==> src/rtl/simpson_pkg.sv <==
// Shared types and constants for the Simpson's-rule integrator controller.
package simpson_pkg;

   typedef enum logic [2:0] {IDLE, EVAL, SCALE, DIV, DONE} state_t;

   localparam int SIMPSON_DIVISOR = 48;
   localparam int HORNER_STEPS    = 3;
   localparam int NUM_POINTS      = 3;
   localparam int DIV_REM_W       = $clog2(SIMPSON_DIVISOR);

   localparam int unsigned POINT_WEIGHT [NUM_POINTS] = '{1, 4, 1};

   // Weights are powers of two, so accumulation uses a shift instead of a second multiplier.
   function automatic logic [1:0] weight_shift(input logic [1:0] pt);
      weight_shift = '0;
      for (int i = 0; i < NUM_POINTS; i++)
         if (pt == i[1:0]) weight_shift = 2'($clog2(POINT_WEIGHT[i]));
   endfunction

endpackage

==> src/rtl/simpson_if.sv <==
// Operand/start request and result/status bundle between front end and controller.
interface simpson_if #(parameter int DW = 8, parameter int RW = 16);

   logic          start;
   logic [DW-1:0] a0, a1, a2, a3, a, b;
   logic          busy;
   logic          done;
   logic [RW-1:0] result;
   logic          error;
   logic          ovf;

   modport master (output start, a0, a1, a2, a3, a, b,
                   input  busy, done, result, error, ovf);

   modport slave  (input  start, a0, a1, a2, a3, a, b,
                   output busy, done, result, error, ovf);

endinterface

==> src/rtl/simpson_div.sv <==
// Restoring divider by SIMPSON_DIVISOR, one quotient bit per cycle MSB first.
// Latency IW cycles: the go cycle produces the first bit; ready_o rises after the last.
module simpson_div
   import simpson_pkg::*;
#(
   parameter int IW = 48
) (
   input  logic                 clk,
   input  logic                 rst,
   input  logic                 go_i,
   input  logic [IW-1:0]        dividend_i,
   output logic [IW-1:0]        quotient_o,
   output logic [DIV_REM_W-1:0] remainder_o,
   output logic                 ready_o
);

   localparam int CW = $clog2(IW + 1);
   localparam logic [DIV_REM_W:0] DIVISOR = (DIV_REM_W + 1)'(SIMPSON_DIVISOR);

   logic [IW-1:0]        quo_q, quo_d, src;
   logic [DIV_REM_W-1:0] rem_q, rem_d, rsrc;
   logic [CW-1:0]        cnt_q;
   logic [DIV_REM_W:0]   trial, diff;
   logic                 qbit;

   // Dividend bits shift out of the top while quotient bits shift in at the bottom.
   always_comb begin
      src   = go_i ? dividend_i : quo_q;
      rsrc  = go_i ? '0 : rem_q;
      trial = {rsrc, src[IW-1]};
      diff  = trial - DIVISOR;
      qbit  = (trial >= DIVISOR);
      rem_d = qbit ? diff[DIV_REM_W-1:0] : trial[DIV_REM_W-1:0];
      quo_d = {src[IW-2:0], qbit};
   end

   always_ff @(posedge clk or posedge rst) begin
      if (rst) begin
         quo_q <= '0;
         rem_q <= '0;
         cnt_q <= '0;
      end else if (go_i) begin
         quo_q <= quo_d;
         rem_q <= rem_d;
         cnt_q <= CW'(IW - 1);
      end else if (cnt_q != '0) begin
         quo_q <= quo_d;
         rem_q <= rem_d;
         cnt_q <= cnt_q - 1'b1;
      end
   end

   assign quotient_o  = quo_q;
   assign remainder_o = rem_q;
   assign ready_o     = (cnt_q == '0);

endmodule

==> src/rtl/simpson_ctrl.sv <==
// Simpson's-rule integrator sequencer: one shared multiplier for Horner evaluation and scaling, then divide by 48.
// Latency 59 cycles (IW=48) from accept to done, 1 cycle on bad bounds; start while busy is dropped.
module simpson_ctrl
   import simpson_pkg::*;
#(
   parameter int DW = 8,
   parameter int IW = 48,
   parameter int RW = 16
) (
   input  logic     clk,
   input  logic     rst,
   simpson_if.slave ctrl_if
);

   state_t               state_q;
   logic [DW-1:0]        a0_q, a1_q, a2_q, a3_q, lo_q, hi_q;
   logic [IW-1:0]        acc_q, s_q;
   logic [1:0]           pt_q, hs_q;
   logic                 err_q, busy_q, done_q, error_q, ovf_q;
   logic [RW-1:0]        result_q;

   logic [IW-1:0]        y, mul_a, mul_b, mul_p, addend, horner_d, s_d;
   logic [IW-1:0]        quo;
   logic [DIV_REM_W-1:0] div_rem;
   logic                 div_go, div_rdy, quo_ovf;

   // Evaluation points are doubled (2a, a+b, 2b) so the midpoint stays integral.
   always_comb begin
      case (pt_q)
         2'd0:    y = IW'({lo_q, 1'b0});
         2'd1:    y = IW'(lo_q) + IW'(hi_q);
         default: y = IW'({hi_q, 1'b0});
      endcase
      case (hs_q)
         2'd0:    addend = IW'(a2_q) << 1;
         2'd1:    addend = IW'(a1_q) << 2;
         default: addend = IW'(a0_q) << 3;
      endcase
      if (state_q == SCALE) begin
         mul_a = s_q;
         mul_b = IW'(hi_q - lo_q);
      end else begin
         mul_a = (hs_q == 2'd0) ? IW'(a3_q) : acc_q;
         mul_b = y;
      end
   end

   assign mul_p    = mul_a * mul_b;
   assign horner_d = mul_p + addend;
   assign s_d      = s_q + (horner_d << weight_shift(pt_q));
   assign div_go   = (state_q == SCALE);
   assign quo_ovf  = |quo[IW-1:RW];

   simpson_div #(.IW(IW)) u_div (
      .clk         (clk),
      .rst         (rst),
      .go_i        (div_go),
      .dividend_i  (mul_p),
      .quotient_o  (quo),
      .remainder_o (div_rem),
      .ready_o     (div_rdy)
   );

   always_ff @(posedge clk or posedge rst) begin
      if (rst) begin
         state_q  <= IDLE;
         {a0_q, a1_q, a2_q, a3_q, lo_q, hi_q} <= '0;
         acc_q    <= '0;
         s_q      <= '0;
         pt_q     <= '0;
         hs_q     <= '0;
         err_q    <= 1'b0;
         busy_q   <= 1'b0;
         done_q   <= 1'b0;
         error_q  <= 1'b0;
         ovf_q    <= 1'b0;
         result_q <= '0;
      end else begin
         done_q <= 1'b0;
         case (state_q)
            IDLE: if (ctrl_if.start) begin
               a0_q    <= ctrl_if.a0;
               a1_q    <= ctrl_if.a1;
               a2_q    <= ctrl_if.a2;
               a3_q    <= ctrl_if.a3;
               lo_q    <= ctrl_if.a;
               hi_q    <= ctrl_if.b;
               s_q     <= '0;
               pt_q    <= '0;
               hs_q    <= '0;
               busy_q  <= 1'b1;
               err_q   <= (ctrl_if.a > ctrl_if.b);
               state_q <= (ctrl_if.a > ctrl_if.b) ? DONE : EVAL;
            end
            EVAL: begin
               acc_q <= horner_d;
               if (hs_q == 2'(HORNER_STEPS - 1)) begin
                  s_q  <= s_d;
                  hs_q <= '0;
                  pt_q <= pt_q + 2'd1;
                  if (pt_q == 2'(NUM_POINTS - 1)) state_q <= SCALE;
               end else begin
                  hs_q <= hs_q + 2'd1;
               end
            end
            SCALE: state_q <= DIV;
            DIV:   if (div_rdy) state_q <= DONE;
            DONE: begin
               done_q   <= 1'b1;
               busy_q   <= 1'b0;
               error_q  <= err_q;
               ovf_q    <= !err_q && quo_ovf;
               result_q <= err_q ? '0 : (quo_ovf ? '1 : quo[RW-1:0]);
               state_q  <= IDLE;
            end
            default: state_q <= IDLE;
         endcase
      end
   end

   always_comb begin
      if (state_q == DONE && !err_q)
         assert (div_rem < DIV_REM_W'(SIMPSON_DIVISOR));
   end

   assign ctrl_if.busy   = busy_q;
   assign ctrl_if.done   = done_q;
   assign ctrl_if.result = result_q;
   assign ctrl_if.error  = error_q;
   assign ctrl_if.ovf    = ovf_q;

endmodule

==> src/flat_wrapper.sv <==
// flat-port wrapper written by rule: the top's interface ports become plain ports
module simpson_ctrl_flat import simpson_pkg::*;
#(
   parameter int DW = 8,
   parameter int IW = 48,
   parameter int RW = 16
)
  (clk, rst, ctrl_if_start, ctrl_if_a0, ctrl_if_a1, ctrl_if_a2, ctrl_if_a3, ctrl_if_a, ctrl_if_b, ctrl_if_busy, ctrl_if_done, ctrl_if_result, ctrl_if_error, ctrl_if_ovf);
  simpson_if #(.DW(DW), .RW(RW)) ctrl_if_i ();
  input  logic clk;
  input  logic rst;
  input wire logic [$bits(ctrl_if_i.start)-1:0] ctrl_if_start;
  input wire logic [$bits(ctrl_if_i.a0)-1:0] ctrl_if_a0;
  input wire logic [$bits(ctrl_if_i.a1)-1:0] ctrl_if_a1;
  input wire logic [$bits(ctrl_if_i.a2)-1:0] ctrl_if_a2;
  input wire logic [$bits(ctrl_if_i.a3)-1:0] ctrl_if_a3;
  input wire logic [$bits(ctrl_if_i.a)-1:0] ctrl_if_a;
  input wire logic [$bits(ctrl_if_i.b)-1:0] ctrl_if_b;
  output wire logic [$bits(ctrl_if_i.busy)-1:0] ctrl_if_busy;
  output wire logic [$bits(ctrl_if_i.done)-1:0] ctrl_if_done;
  output wire logic [$bits(ctrl_if_i.result)-1:0] ctrl_if_result;
  output wire logic [$bits(ctrl_if_i.error)-1:0] ctrl_if_error;
  output wire logic [$bits(ctrl_if_i.ovf)-1:0] ctrl_if_ovf;
  assign ctrl_if_i.start = ctrl_if_start;
  assign ctrl_if_i.a0 = ctrl_if_a0;
  assign ctrl_if_i.a1 = ctrl_if_a1;
  assign ctrl_if_i.a2 = ctrl_if_a2;
  assign ctrl_if_i.a3 = ctrl_if_a3;
  assign ctrl_if_i.a = ctrl_if_a;
  assign ctrl_if_i.b = ctrl_if_b;
  assign ctrl_if_busy = ctrl_if_i.busy;
  assign ctrl_if_done = ctrl_if_i.done;
  assign ctrl_if_result = ctrl_if_i.result;
  assign ctrl_if_error = ctrl_if_i.error;
  assign ctrl_if_ovf = ctrl_if_i.ovf;
  simpson_ctrl #(.DW(DW), .IW(IW), .RW(RW)) u_core (.clk(clk), .rst(rst), .ctrl_if(ctrl_if_i));
endmodule
==> config.mk <==
export PLATFORM = sky130hd
export DESIGN_NAME = simpson_ctrl_flat
export DESIGN_NICKNAME = d
export VERILOG_FILES = /design/src/rtl/simpson_pkg.sv /design/src/rtl/simpson_if.sv /design/src/rtl/simpson_div.sv /design/src/rtl/simpson_ctrl.sv /design/src/flat_wrapper.sv
export SDC_FILE = /design/constraint.sdc
export NUM_CORES = 2
export LEC_CHECK = 0
export ABC_AREA = 1
export CAP_MARGIN = 20
export CORE_MARGIN = 3
export CORE_UTILIZATION = 40
export CTS_BUF_LIST = sky130_fd_sc_hd__clkbuf_16
export DETAILED_ROUTE_END_ITERATION = 6
export GPL_TIMING_DRIVEN = 1
export PLACE_DENSITY = 0.62
export SLEW_MARGIN = 10
export SYNTH_ARGS = -nofsm -noshare
export SYNTH_HDL_FRONTEND = slang
export SYNTH_HIERARCHICAL = 1
export SYNTH_SLANG_ARGS = --single-unit
==> constraint.sdc <==
create_clock -name clk -period 10.25 [get_ports clk]
set_clock_uncertainty 0.1 [all_clocks]
set_input_delay 2.05 -clock clk [delete_from_list [all_inputs] [get_ports clk]]
set_output_delay 2.05 -clock clk [all_outputs]
set_load 0.01 [all_outputs]
## After elaboration in Yosys (flattened, before gate mapping)

Cells that the tools add are included.
Widths: inputs -> output; s select.

- Flip-flop bits (word level): 232
- Bits in latches: 0
- Bits in writable memories: 0
- Bits in read-only memories: 0
- Input port bits: 51
- Output and inout port bits: 20
- Logic and storage cells: 95
- Memories kept: 0

- $add $sub $neg: 8
- Multiply operators: 1
- Div/mod/pow operators: 0
- $lt $le $gt $ge: 2
- Equal/unequal tests: 12
- Shift operators: 1
- Mux-type cells: 35
- Bitwise gates (word level): 0
- Reductions and logical operators: 16

Operators with widths:

| kind | count |
|---|---|
| $mux 48 | 8 |
| $pmux 48 s2 | 2 |
| $add 48x11->48 | 1 |
| $add 48x48->48 | 1 |
| $mul 48x48->48 | 1 |
| $shl 48x2->48 | 1 |
| $mux 6 | 6 |
| $mux 16 | 2 |
| $reduce_or 32->1 | 1 |
| $pmux 11 s2 | 1 |
| $mux 3 | 5 |
| $pmux 3 s4 | 1 |
| $mux 2 | 5 |
| $add 8x8->9 | 1 |
| $sub 8x8->9 | 1 |
| $gt 8x8->1 | 1 |
| $pmux 2 s2 | 2 |
| $ge 7x6->1 const B | 1 |
| $eq 3x2->1 const B | 2 |
| $logic_not 6->1 | 1 |
| $ne 2x1->1 const B | 3 |
| $reduce_and 2->1 | 3 |
| $reduce_bool 2->1 | 3 |
| $reduce_bool 6->1 | 1 |
| 16 further kinds | 21 |

## Depth between registers and ports, before layout

- Word-level depth: 9
- Depth in mapped cells: 70

## Modules after synthesis

The synthesis kept the hierarchy.

By module, submodules not included:

| module | instances | cells an instance | area an instance (µm²) | sequential area each (µm²) |
|---|---|---|---|---|
| simpson_ctrl | 1 | 4989 | 38829.7 | 4304.1 |
| simpson_div | 1 | 335 | 2915.3 | 1501.4 |

## Worst setup path before layout

OpenSTA, ideal clock, no wires.

- Path kind: flip-flop to flip-flop
- Start: reg u_core.state_q[2]
- End: reg u_core.s_q[47]
- Setup time: 0.116 ns
- Arrival time: 10.718 ns
- Slack: -0.685 ns
- Stages on the path, launching flop included: 57
- Buffers on the path: 4
- Period minus slack after synthesis: 10.935 ns
- Cell sequence: dfrtp_1 -> nor2_2 -> nand2_2 -> buf_2 -> buf_2 -> clkbuf_1 -> clkbuf_1 -> o21ai_1 -> or2_2 -> fa_1 -> inv_1 -> fa_1 -> fa_1 -> fa_1 -> inv_1 -> fa_1 -> inv_1 -> fa_1 -> [21 not listed] -> o21ai_1 -> ha_1 -> nand2_1 -> nor2_1 -> nand2_1 -> nor4_1 -> nand3_1 -> nand3_1 -> nand2_1 -> o211ai_1 -> nand2_1 -> nand3_1 -> xor2_1 -> inv_1 -> nand3_1 -> nand2_1 -> nand2_1 -> nand2_1

- Cells in the longest elaborated chain, start to end: 8
- Elaborated cells between the ends (all ways): 15
- Classes of those cells: add/sub (2); mul (1); eq/ne (4); shift (1); mux (4); reduce/logical (3)

RTL lines:

| item | RTL line | RTL |
|---|---|---|
| from (decl) | simpson_ctrl.sv:15 | `state_t state_q;` |
| from (signal assigned) | simpson_ctrl.sv:93 | `state_q <= (ctrl_if.a > ctrl_if.b) ? DONE : EVAL;` |
| $eq 3x2->1 * | simpson_ctrl.sv:39 | `if (state_q == SCALE) begin` |
| $mux 48 | simpson_ctrl.sv:39 |  |
| $mul 48x48->48 * | simpson_ctrl.sv:48 | `assign mul_p = mul_a * mul_b;` |
| named net u_core.mul_p[31] | simpson_ctrl.sv:22 | `logic [IW-1:0] y, mul_a, mul_b, mul_p, addend, horner_d, s_d;` |
| $add 48x11->48 * | simpson_ctrl.sv:49 | `assign horner_d = mul_p + addend;` |
| $shl 48x2->48 * | simpson_ctrl.sv:50 | `assign s_d = s_q + (horner_d << weight_shift(pt_q));` |
| $add 48x48->48 * | simpson_ctrl.sv:50 |  |
| $mux 48 * | simpson_ctrl.sv:97 | `if (hs_q == 2'(HORNER_STEPS - 1)) begin` |
| $pmux 48 s2 * | simpson_ctrl.sv:80 | `case (state_q)` |
| to (signal assigned) | simpson_ctrl.sv:69 | `s_q <= '0;` |
| to (signal assigned) | simpson_ctrl.sv:88 | `s_q <= '0;` |
| to (signal assigned) | simpson_ctrl.sv:98 | `s_q <= s_d;` |
| to (decl) | simpson_ctrl.sv:17 | `logic [IW-1:0] acc_q, s_q;` |

Mark *: on every way through the listed nets, which the timed path passes. The rest lies on a longest branch. The select of a mux whose other input is x is not followed.
A chain may end at the register's enable or synchronous reset.

## Final worst setup path

- Start: reg u_core.hi_q[0]
- End: reg u_core.s_q[46]

- Cells in the longest elaborated chain, start to end: 9
- Elaborated cells between the ends (all ways): 10
- Classes of those cells: add/sub (4); mul (1); shift (1); mux (4)

RTL lines:

| item | RTL line | RTL |
|---|---|---|
| from (decl) | simpson_ctrl.sv:16 | `logic [DW-1:0] a0_q, a1_q, a2_q, a3_q, lo_q, hi_q;` |
| from (signal assigned) | simpson_ctrl.sv:87 | `hi_q <= ctrl_if.b;` |
| $add 8x8->9 | simpson_ctrl.sv:31 | `2'd1: y = IW'(lo_q) + IW'(hi_q);` |
| $pmux 48 s2 | simpson_ctrl.sv:29 | `case (pt_q)` |
| $mux 48 * | simpson_ctrl.sv:39 |  |
| $mul 48x48->48 * | simpson_ctrl.sv:48 |  |
| named net u_core.mul_p[30] | simpson_ctrl.sv:22 |  |
| $add 48x11->48 * | simpson_ctrl.sv:49 |  |
| $shl 48x2->48 * | simpson_ctrl.sv:50 |  |
| $add 48x48->48 * | simpson_ctrl.sv:50 |  |
| $mux 48 * | simpson_ctrl.sv:97 |  |
| $pmux 48 s2 * | simpson_ctrl.sv:80 |  |

Marked as above.

==> reports/metrics.csv <==
metric,value,unit
final hold violations,0,
final instance area,0.05876,sq mm
period utilisation layout,1.111,
Yosys top cell by area,fa_1,
met2 GRT Util,0.4879,
First DRT Iteration DRCs,2478,
hold buffer count at cts,0,
Top Usage Layer GRT,met2,
most frequent cell after synthesis,inv_1,
top-area cell type share of the netlist area,0.3525,
Mapped Cells,5324,
"Seq/Total Area, Yosys",0.1391,
synth cell count leaders,"inv_1, nand2_1, fa_1",
HP Class,reg2reg,
Place WS,-1.807,ns
Top Ports,71,
Synth Area in Adders,0.4322,
routed vias/inst,5.011,
Seq cells post-synth,232,
number of global-route vias before repair,41820,
drt first pass iters,6,
detailed-route via count,39910,
Mean Syn Cell Area,7.841,sq um
final setup vio count,30,
unrepaired setup endpoints after global routing,yes,
status,finished with violations,
DP HPWL,130800,um
FF-to-FF Start,u_core/hi_q[0]$_DFFE_PP0P_,
Post-Synth XOR/XNOR Area,0.02128,
Die ar.,0.1083,sq mm
Post-Syn Area,0.04175,sq mm
GPL Wtd Cong,0.9890,
Worst Path Required,10.62,ns
Hold Crit Endpoint,u_core/acc_q[3]$_DFFE_PP0P_,
GR Util met3,0.03292,
Layout Nets,7630,
"delay-heaviest family, CP",adder cells,
Reg-to-Reg End,u_core/s_q[46]$_DFFE_PP0P_,
synth unique cells,65,
largest net degree at the start of global routing,83,
Worst Slack Setup Final,-1.138,ns
Relative slew margins,0.2066,
"most used cell, CP",inv_2,
Crit path arrival time,11.76,ns
Reg area,0.005807,sq mm
post-DR wirelength/cell,19.71,um
dpl cell area,0.05265,sq mm
critical path startpoint category,flop,
hold path depth,2,
port buffer count,70,
Synth Area in Compound Gates,0.07844,
R2R depth,59,
critical path class,reg2reg,
Final Max Slew Viols,0,
"Slowest-stage cell, CP",fa_1,
ranking of synthesized cells by area,"fa_1, dfrtp_1, inv_1",
Root Buffer,clkbuf_16,
hold path start,u_core/acc_q[3]$_DFFE_PP0P_,
max-cap viol count,0,
Die Wd,329.1,um
post-synthesis mux area share,0.0002398,
grt total ovfl,0,
CTS Buf Count,25,
post-layout minimum cycle time,11.39,ns
simple-gate share of the synthesized area,0.1964,
Filler cells,9132,
clock sinks,232,
footprint of the multi-input gates,0.03415,sq mm
clk buf depth,3,
Max Clk Rate,87.81,MHz
# rows,117,
DRC viols,0,
GR Util met1,0.3706,
"Warnings, synthesis",6,
CP bufs+invs,18,
failing checks,negative setup slack,
"Clk pin slew, worst setup/hold paths",0.06,ns
All-Layer GR Usage,0.2862,
area added between synthesis and finish,40.75,%
share of cells above drive strength 1,0.3254,
critical-path maximum fanout,5,
Worst-Margin Slew,1.178,ns
CP max stage delay,0.59,ns
Initial Util,0.4068,
initial antenna violation count,4,
worst setup path startpoint,u_core/hi_q[0]$_DFFE_PP0P_,
Chip Height,329.1,um
Post-synth EDFFs,0,
CTS H-tree depth,1,
Synth Flop Type,dfrtp_1,
final core occ,0.5726,
Crit. End Element,flop,
main combinational cell family by area after synthesis,adder cells,
core area,0.1026,sq mm
FF-to-FF setup slack,-1.14,ns
asr flop ratio synth,1.000,
clk_lat worst skew,0.55,ns
CTS tree,yes,
Final ANT Viol Nets,0,
syn_nets,6376,
Post-Route WL,157000,um
first-pass GRT wire length,236900,um
==> area by class of cell <==
cell class,instances,area share
multi-input cells,3653,0.5811
diodes,1,0.00004259
repair inverters,1,0.0002768
inverters,1317,0.08528
well taps,1368,0.02913
repair buffers,1348,0.1922
flip-flops and latches,232,0.09883
clock buffers,25,0.01065
clock inverters,19,0.002449
==> through the flow <==
| step | TNS (ns) | cells | hold WS (ns) |
|---|---|---|---|
| after floorplan | -0.1383 | 5324 | 0.3422 |
| after global placement | -34.24 | 7718 | 0.3547 |
| after detailed placement | -35.71 | 7718 | 0.3589 |
| after CTS | -18.27 | 7891 | 0.3748 |
| after global routing | -35.89 | 7963 | 0.4044 |
| final | -19.61 | 7964 | 0.3778 |
==> how the worst max path moves through the flow <==
stage / endpoint / slack [ns] / cells after the start
3_3_place_gp: u_core/s_q[46]$_DFFE_PP0P_ / -1.69 / 66
3_5_place_dp: u_core/s_q[46]$_DFFE_PP0P_ / -1.81 / 64
2_1_floorplan: u_core/s_q[47]$_DFFE_PP0P_ / -0.14 / 62
5_1_grt: u_core/s_q[47]$_DFFE_PP0P_ / -1.65 / 60
4_1_cts: u_core/s_q[47]$_DFFE_PP0P_ / -1.02 / 62
6_report: u_core/s_q[46]$_DFFE_PP0P_ / -1.14 / 59
==> routing by layer <==
layer | up-vias | wire length (um)
met5 | - | 30
met4 | 4 | 8423
met3 | 369 | 10050
met2 | 1332 | 74860
met1 | 19750 | 63580
li1 | 18450 | -
==> timing repair <==
item / CTS / global route
gates resized for setup: 632 / 329
cloned: 5 / 3
buffers inserted: 135 / 74
setup endpoints to repair: 40 / 46
pin swaps: 239 / 186
==> state kept, by name, indices dropped and copies added (netlist names) <==
register,cells
u_core/a0_q,8
u_core/a1_q,8
u_core/a2_q,8
u_core/a3_q,8
u_core/acc_q,48
u_core/ctrl_if.busy,1
u_core/ctrl_if.done,1
u_core/ctrl_if.error,1
u_core/ctrl_if.ovf,1
u_core/ctrl_if.result,16
u_core/err_q,1
u_core/hi_q,8
u_core/hs_q,2
u_core/lo_q,8
u_core/pt_q,2
u_core/s_q,48
u_core/state_q,3
u_core/u_div/cnt_q,6
u_core/u_div/quotient_o,48
u_core/u_div/remainder_o,6
==> worst min-delay path: stages, from the launching register on <==
cell     delay [ns]
dfrtp_1        0.35
nand2_1        0.05
nand2_1        0.05
==> layout by cell type, fill, tap and decap left out, types with 68 or more instances in the layout <==
cell	count
a21oi_1	109
inv_1	1190
nor2_4	70
nor2_2	77
ha_4	69
buf_4	1151
dfrtp_1	231
nand3_1	183
nand2_2	82
buf_6	68
fa_1	662
inv_2	110
clkdlybuf4s50_1	70
nand2_1	965
nor2_1	409
o21ai_1	71
o21ai_0	150
ha_1	194
fa_2	73
==> kinds of logic (layout without fill, tap and decap cells) <==
logic type	Yosys count	in the layout
AO/OA/AOI/OAI	579	579
buffers and inverters	1439	2710
other	0	1
flip-flops	232	232
adder cells (fa/ha/maj)	1001	1001
XOR/XNOR	92	92
multiplexers	1	1
AND/OR/NAND/NOR	1980	1980
Power is left out: the tool's default activity adds up to more than one toggle a clock period on the data nets, which glitch-free logic cannot reach.
